### src/rtl/ahb_pkg.sv
// Shared AHB burst-generator types and the next-beat address function.
package ahb_pkg;

  localparam int unsigned ADDR_W  = 32;
  localparam int unsigned DATA_W  = 32;
  localparam int unsigned BPB     = DATA_W / 8;
  localparam int unsigned MAX_LEN = 8;
  localparam int unsigned LEN_W   = $clog2(MAX_LEN) + 1;

  typedef enum logic [1:0] {
    OP_IDLE  = 2'b00,
    OP_READ  = 2'b01,
    OP_WRITE = 2'b10
  } ahb_op_t;

  typedef enum logic {
    BURST_INCR = 1'b0,
    BURST_WRAP = 1'b1
  } ahb_incr_type_t;

  typedef enum logic [1:0] {
    TRANS_IDLE   = 2'b00,
    TRANS_NONSEQ = 2'b10,
    TRANS_SEQ    = 2'b11
  } ahb_trans_t;

  typedef enum logic {
    ST_IDLE  = 1'b0,
    ST_BURST = 1'b1
  } ahb_state_t;

  typedef struct packed {
    ahb_op_t           op;
    ahb_incr_type_t    incr;
    logic [ADDR_W-1:0] addr;
    logic [BPB-1:0]    byte_sel;
    logic [LEN_W-1:0]  len;
  } ahb_req_t;

  typedef struct packed {
    logic [ADDR_W-1:0] addr;
    logic              write;
    ahb_trans_t        trans;
    logic [BPB-1:0]    byte_sel;
    logic              first;
    logic              last;
  } ahb_beat_t;

  // Next beat address: align, step one beat, wrap on len*bpb when len is a power of two.
  function automatic logic [ADDR_W-1:0] ahb_next_addr(
    input logic [ADDR_W-1:0] addr,
    input logic [LEN_W-1:0]  len,
    input ahb_incr_type_t    kind,
    input int unsigned       bpb
  );
    logic [ADDR_W-1:0] w_bpb;
    logic [ADDR_W-1:0] w_aligned;
    logic [ADDR_W-1:0] w_inc;
    logic [ADDR_W-1:0] w_mask;
    w_bpb     = ADDR_W'(bpb);
    w_aligned = addr & ~(w_bpb - ADDR_W'(1));
    w_inc     = w_aligned + w_bpb;
    w_mask    = (ADDR_W'(len) * w_bpb) - ADDR_W'(1);
    if ((kind == BURST_WRAP) && ((len & (len - LEN_W'(1))) == '0)) begin
      return (w_aligned & ~w_mask) | (w_inc & w_mask);
    end
    return w_inc;
  endfunction

endpackage

### src/rtl/ahb_req_fifo.sv
// Request queue: power-of-two depth, head entry presented straight from storage,
// full/empty flags held in registers.
module ahb_req_fifo #(
  parameter int unsigned DEPTH = 4,
  parameter int unsigned WIDTH = 8
) (
  input  logic             clk,
  input  logic             rst_n,
  input  logic             i_push,
  input  logic [WIDTH-1:0] i_din,
  input  logic             i_pop,
  output logic [WIDTH-1:0] o_dout,
  output logic             o_full,
  output logic             o_empty
);

  localparam int unsigned PTR_W = $clog2(DEPTH);
  localparam int unsigned CNT_W = PTR_W + 1;

  logic [WIDTH-1:0] r_mem [DEPTH];
  logic [PTR_W-1:0] r_wr_ptr;
  logic [PTR_W-1:0] r_rd_ptr;
  logic [CNT_W-1:0] r_count;
  logic             r_full;
  logic             r_empty;
  logic             w_do_push;
  logic             w_do_pop;
  logic [CNT_W-1:0] w_count_nxt;

  assign w_do_push   = i_push && !r_full;
  assign w_do_pop    = i_pop && !r_empty;
  assign w_count_nxt = r_count + CNT_W'(w_do_push) - CNT_W'(w_do_pop);

  // Storage write; contents need no reset since the flags gate every read.
  always_ff @(posedge clk) begin
    if (w_do_push) begin
      r_mem[r_wr_ptr] <= i_din;
    end
  end

  // Pointers, occupancy and flags.
  always_ff @(posedge clk or negedge rst_n) begin
    if (!rst_n) begin
      r_wr_ptr <= '0;
      r_rd_ptr <= '0;
      r_count  <= '0;
      r_full   <= 1'b0;
      r_empty  <= 1'b1;
    end else begin
      if (w_do_push) r_wr_ptr <= r_wr_ptr + PTR_W'(1);
      if (w_do_pop)  r_rd_ptr <= r_rd_ptr + PTR_W'(1);
      r_count <= w_count_nxt;
      r_full  <= (w_count_nxt == CNT_W'(DEPTH));
      r_empty <= (w_count_nxt == '0);
    end
  end

  assign o_dout  = r_mem[r_rd_ptr];
  assign o_full  = r_full;
  assign o_empty = r_empty;

endmodule

### src/rtl/ahb_burst_gen.sv
// AHB burst generator: queues requests and expands each into len address beats.
module ahb_burst_gen
  import ahb_pkg::*;
#(
  parameter int unsigned ADDR_W  = 32,
  parameter int unsigned DATA_W  = 32,
  parameter int unsigned MAX_LEN = 8,
  parameter int unsigned DEPTH   = 4
) (
  input  logic      clk,
  input  logic      rst_n,
  input  logic      req_valid,
  output logic      req_ready,
  input  ahb_req_t  req,
  output logic      beat_valid,
  input  logic      beat_ready,
  output ahb_beat_t beat,
  output logic      busy,
  output logic      err_len
);

  localparam int unsigned BPB    = DATA_W / 8;
  localparam int unsigned REQ_W  = $bits(ahb_req_t);
  localparam int unsigned LW     = ahb_pkg::LEN_W;
  localparam int unsigned PKG_AW = ahb_pkg::ADDR_W;

  ahb_state_t        r_state;
  ahb_state_t        w_state_nxt;
  ahb_beat_t         r_beat;
  logic              r_beat_valid;
  logic [LW-1:0]     r_remain;
  logic [LW-1:0]     r_len;
  ahb_incr_type_t    r_kind;
  logic              r_err_len;
  logic              r_rdy_en;
  ahb_req_t          w_head;
  logic              w_full;
  logic              w_empty;
  logic              w_accept;
  logic              w_bad_len;
  logic              w_push;
  logic              w_pop;
  logic              w_step;
  logic              w_done;
  logic              w_fire;
  logic [ADDR_W-1:0] w_next_addr;

  assign w_accept    = req_valid && req_ready;
  assign w_bad_len   = (req.len == '0) || (32'(req.len) > MAX_LEN);
  assign w_push      = w_accept && !w_bad_len;
  assign w_fire      = r_beat_valid && beat_ready;
  assign w_next_addr = ADDR_W'(ahb_next_addr(r_beat.addr, r_len, r_kind, BPB));

  ahb_req_fifo #(
    .DEPTH (DEPTH),
    .WIDTH (REQ_W)
  ) u_fifo (
    .clk     (clk),
    .rst_n   (rst_n),
    .i_push  (w_push),
    .i_din   (req),
    .i_pop   (w_pop),
    .o_dout  (w_head),
    .o_full  (w_full),
    .o_empty (w_empty)
  );

  // State register.
  always_ff @(posedge clk or negedge rst_n) begin
    if (!rst_n) r_state <= ST_IDLE;
    else        r_state <= w_state_nxt;
  end

  // Next state: start on a queued request, chain bursts without a bubble.
  always_comb begin
    w_state_nxt = r_state;
    case (r_state)
      ST_IDLE:  if (!w_empty) w_state_nxt = ST_BURST;
      ST_BURST: if (w_fire && r_beat.last && w_empty) w_state_nxt = ST_IDLE;
      default:  w_state_nxt = ST_IDLE;
    endcase
  end

  // Datapath controls: pop a new head, step within a burst, or retire.
  always_comb begin
    w_pop  = 1'b0;
    w_step = 1'b0;
    w_done = 1'b0;
    case (r_state)
      ST_IDLE: w_pop = !w_empty;
      ST_BURST: begin
        if (w_fire) begin
          if (!r_beat.last)  w_step = 1'b1;
          else if (!w_empty) w_pop  = 1'b1;
          else               w_done = 1'b1;
        end
      end
      default: ;
    endcase
  end

  // Beat register: held whenever the current beat is stalled.
  always_ff @(posedge clk or negedge rst_n) begin
    if (!rst_n) begin
      r_beat       <= '0;
      r_beat_valid <= 1'b0;
      r_remain     <= '0;
      r_len        <= '0;
      r_kind       <= BURST_INCR;
    end else if (w_pop) begin
      r_beat.addr     <= w_head.addr;
      r_beat.write    <= (w_head.op == OP_WRITE);
      r_beat.trans    <= TRANS_NONSEQ;
      r_beat.byte_sel <= w_head.byte_sel;
      r_beat.first    <= 1'b1;
      r_beat.last     <= (w_head.len == LW'(1));
      r_beat_valid    <= 1'b1;
      r_remain        <= w_head.len - LW'(1);
      r_len           <= w_head.len;
      r_kind          <= w_head.incr;
    end else if (w_step) begin
      r_beat.addr  <= PKG_AW'(w_next_addr);
      r_beat.trans <= TRANS_SEQ;
      r_beat.first <= 1'b0;
      r_beat.last  <= (r_remain == LW'(1));
      r_remain     <= r_remain - LW'(1);
    end else if (w_done) begin
      r_beat_valid <= 1'b0;
    end
  end

  // Length-error pulse and post-reset request enable.
  always_ff @(posedge clk or negedge rst_n) begin
    if (!rst_n) begin
      r_err_len <= 1'b0;
      r_rdy_en  <= 1'b0;
    end else begin
      r_err_len <= w_accept && w_bad_len;
      r_rdy_en  <= 1'b1;
    end
  end

  assign req_ready  = r_rdy_en && !w_full;
  assign beat       = r_beat;
  assign beat_valid = r_beat_valid;
  assign busy       = !w_empty || (r_state == ST_BURST);
  assign err_len    = r_err_len;

endmodule

### config.mk
export PLATFORM = sky130hd
export DESIGN_NAME = ahb_burst_gen
export DESIGN_NICKNAME = d
export VERILOG_FILES = /design/src/rtl/ahb_pkg.sv /design/src/rtl/ahb_req_fifo.sv /design/src/rtl/ahb_burst_gen.sv
export SDC_FILE = /design/constraint.sdc
export NUM_CORES = 1
export LEC_CHECK = 0
export ABC_AREA = 1
export BUFFER_PORTS_ARGS = -buffer_cell sky130_fd_sc_hd__buf_2
export CAP_MARGIN = 20
export CORE_MARGIN = 4
export CORE_UTILIZATION = 45
export CTS_BUF_LIST = sky130_fd_sc_hd__clkbuf_2
export DETAILED_ROUTE_END_ITERATION = 8
export GPL_ROUTABILITY_DRIVEN = 1
export PLACE_DENSITY = 0.65
export SYNTH_ARGS = -nofsm -noshare
export SYNTH_HDL_FRONTEND = slang
export SYNTH_SLANG_ARGS = --single-unit
### constraint.sdc
create_clock -name clk -period 4 [get_ports clk]
set_input_delay 0.6 -clock clk [delete_from_list [all_inputs] [get_ports clk]]
set_output_delay 0.6 -clock clk [all_outputs]
set_load 0.1 [all_outputs]
==> reports/results.txt <==
TritonCTS clock tree: done
clock latency on the worst-skew pair: 0.81 ns
boundary pin count: 92
1st-iter DRT viols: 500
Main synth FF type: edfxtp_1
Netlist Area Pre-Place: 10,200 µm²
highest metal used: met4
WP data required: 4.70 ns
Die Y: 158 µm
Ys Warns: 0
largest fanout on the critical path: 6
port buffer count: 91
met3 wire len: 1.82 mm
Die X-Extent: 158 µm
total CTS buffers: 57
first drt pass iteration count: 7
slew margin rel.: 37.7%
largest net degree at the start of global routing: 93
hold_buf cts: 44
global route total overflow: 0
mux contribution to synthesized area: 0%
Post-synth EDFFs: 172
startpoint types: input pin
synth top area cells: edfxtp_1 (51%), dfrtp_1 (15%), nand2_1 (7.0%), o21ai_0 (4.7%), nor2_1 (4.4%)
Nets: 1,187
critical path class: input pin to flip-flop
XOR/XNOR Fraction of Synth Area: 1.38%
status: finished clean
top cell type's share of synthesized area: 50.8%
Hold Crit Depth: 3
Area Growth Syn to Fin: 16.9%
Core Region: 22,000 µm²
final WL: 23.4 mm
Hold Crit Class: input pin to flip-flop
antenna viol nets, final: 0
mean post-synth cell area: 10.6 µm²
R2R depth: 11
antenna violations before repair: 1
GRT Total Usage: 19.0%
detailed-placement wirelength estimate: 14.3 mm
CTS max path bufs: 3
pwr/cell area: 392 nW/µm²
DR DRC count: 0
Post-Synth Simple-Gate Area: 17.4%
asr flop ratio synth: 26.8%
DRT met1 WL: 10.3 mm
final hold slack: 0.122 ns
H-tree levels: 2
Via density: 5.05
largest family of logic cells by synthesized area: simple AND/OR/NAND/NOR gates
Leakage: 4.87 nW
Post-Place Worst Slack: 0.934 ns
Cells after Synth: 958
Finished Core Util: 54.0%
#FFs+latches synth: 235
row count: 54
worst vdd ir: 132 µV
Initial Utilization: 46.2%
DR WL/cell: 16.1 µm
Resize count post-CTS: 0
layout cells sized above 1: 17.6%
clk slew on worst S/H paths: 0.11 ns
gpl congestion: 0.813
worst-margin pin slew: 0.932 ns
Synth cell types: 40
WL met2: 11.0 mm
RSZ-0062 raised after global routing: false
cell taking the most area after synthesis: edfxtp_1
Vias: 7,333
Max Clk Rate: 361 MHz
Synth Area in Adders: 2.04%
Crit. End Element: flip-flop
Final Slew Violations: 0
minimum clock period: 2.77 ns
root buffer cell: clkbuf_2
die area: 25,100 µm²
max-cap violations: 0
Final setup viols: 0
post-CTS setup buffer count: 0
syn nets: 1,021
Layout Skew: 0.0437 ns
Final Hold Fails: 0
sequential-to-total area share from yosys stat: 66.3%
crit path DAT: 3.48 ns
Sink Count: 235
first-pass GRT wire length: 37.3 mm
setup ws final: 1.23 ns
vias in the first global route: 7,080
Tcrit/Tclk final: 69.3%
Compound-Gate Fraction of Synth Area: 7.88%
[critical path: stages]
cell and delay, ns:
dlygate4sd3_1 0.53, buf_2 0.14, nor2_1 0.12, nand2_1 0.08, xor2_1 0.30, nand2_1 0.36
inv_1 0.19, ha_1 0.16, inv_1 0.04, fa_1 0.37, xnor2_1 0.19, xnor2_1 0.17
nor3b_1 0.20
[placed cells by master, fill, tap and decap left out, drive strengths merged, types with 5 or more instances in the layout]
cell type and count:
a21oi 10, a31oi 5, buf 102, clkbuf 79, clkinv 25, dfrtp 62
dlygate4sd3 44, edfxtp 172, ha 15, inv 86, nand2 194, nand3 75
nand4 13, nor2 122, nor3 7, o21ai 97, o22ai 26, xor2 12
[power by group]
group	internal (mW)	switching, mW
Combinational	0.122	0.219
Sequential	2.75	0.0391
Clock	0.604	0.926
[metal layers]
layer / GRT usage, % / up-vias
met5: 0 / -
met4: 4.91 / 0
met3: 4.57 / 21
met2: 30.0 / 241
met1: 26.7 / 3425
li1: - / 3646
[cell usage after synthesis, types with 2 or more instances]
| library cell | count |
|---|---|
| nand2_1 | 190 |
| edfxtp_1 | 172 |
| nor2_1 | 119 |
| o21ai_0 | 96 |
| inv_1 | 83 |
| nand3_1 | 75 |
| dfrtp_1 | 62 |
| o22ai_1 | 26 |
| clkbuf_1 | 19 |
| ha_1 | 15 |
| buf_2 | 14 |
| nand4_1 | 13 |
| xor2_1 | 12 |
| a21oi_1 | 10 |
| a31oi_1 | 5 |
| nor3_1 | 5 |
| o211ai_1 | 4 |
| o221ai_1 | 4 |
| xnor2_1 | 4 |
| buf_4 | 3 |
| inv_2 | 3 |
| buf_1 | 2 |
| nand2_2 | 2 |
| nand2_4 | 2 |
| nand3b_1 | 2 |
| nor2_2 | 2 |
[layout make-up]
cell class / instances / area [µm²]
Clock inverter: 26 / 129
Fill cell: 1960 / 10100
Sequential cell: 235 / 6740
Multi-Input combinational cell: 597 / 2960
Tap cell: 280 / 350
Timing Repair Buffer: 146 / 978
Antenna cell: 1 / 2.50
Clock buffer: 79 / 395
Inverter: 87 / 328
[cells by family (layout without fill, tap and decap cells)]
family | Yosys count | after routing
AOI/OAI and AO/OA | 147 | 147
xor gates and xnor gates | 16 | 16
adders and majority gates | 16 | 16
buffers and inverters | 126 | 338
DFF | 235 | 235
other | 1 | 2
and+or+nand+nor | 417 | 417
[path summary, 6_finish.rpt]
kind                       slack [ns]                    endpoint          start
max reg2reg                      1.65               u_fifo.o_full  u_fifo.o_full
min reg2reg                      0.47                     beat[1]        beat[1]
max in group asynchronous        2.89  asynchronous set/reset pin          rst_n
min                              0.12                     err_len      req_valid
min in group asynchronous        0.31                     beat[6]          rst_n
max                              1.23               u_fifo.o_full         req[1]
[through the flow]
stage | power [mW] | setup TNS (ns) | std cells | instance area [µm²]
after global placement | 3.14 | 0 | 1301 | 10900
after floorplan | 3.01 | -53.88 | 958 | 10200
after CTS | 4.73 | 0 | 1450 | 11900
final | 4.66 | 0 | 1451 | 11900
after detailed placement | 3.15 | 0 | 1301 | 10900
after global routing | 4.93 | 0 | 1451 | 11900
No activity file was read; power rests on OpenSTA's default activity.
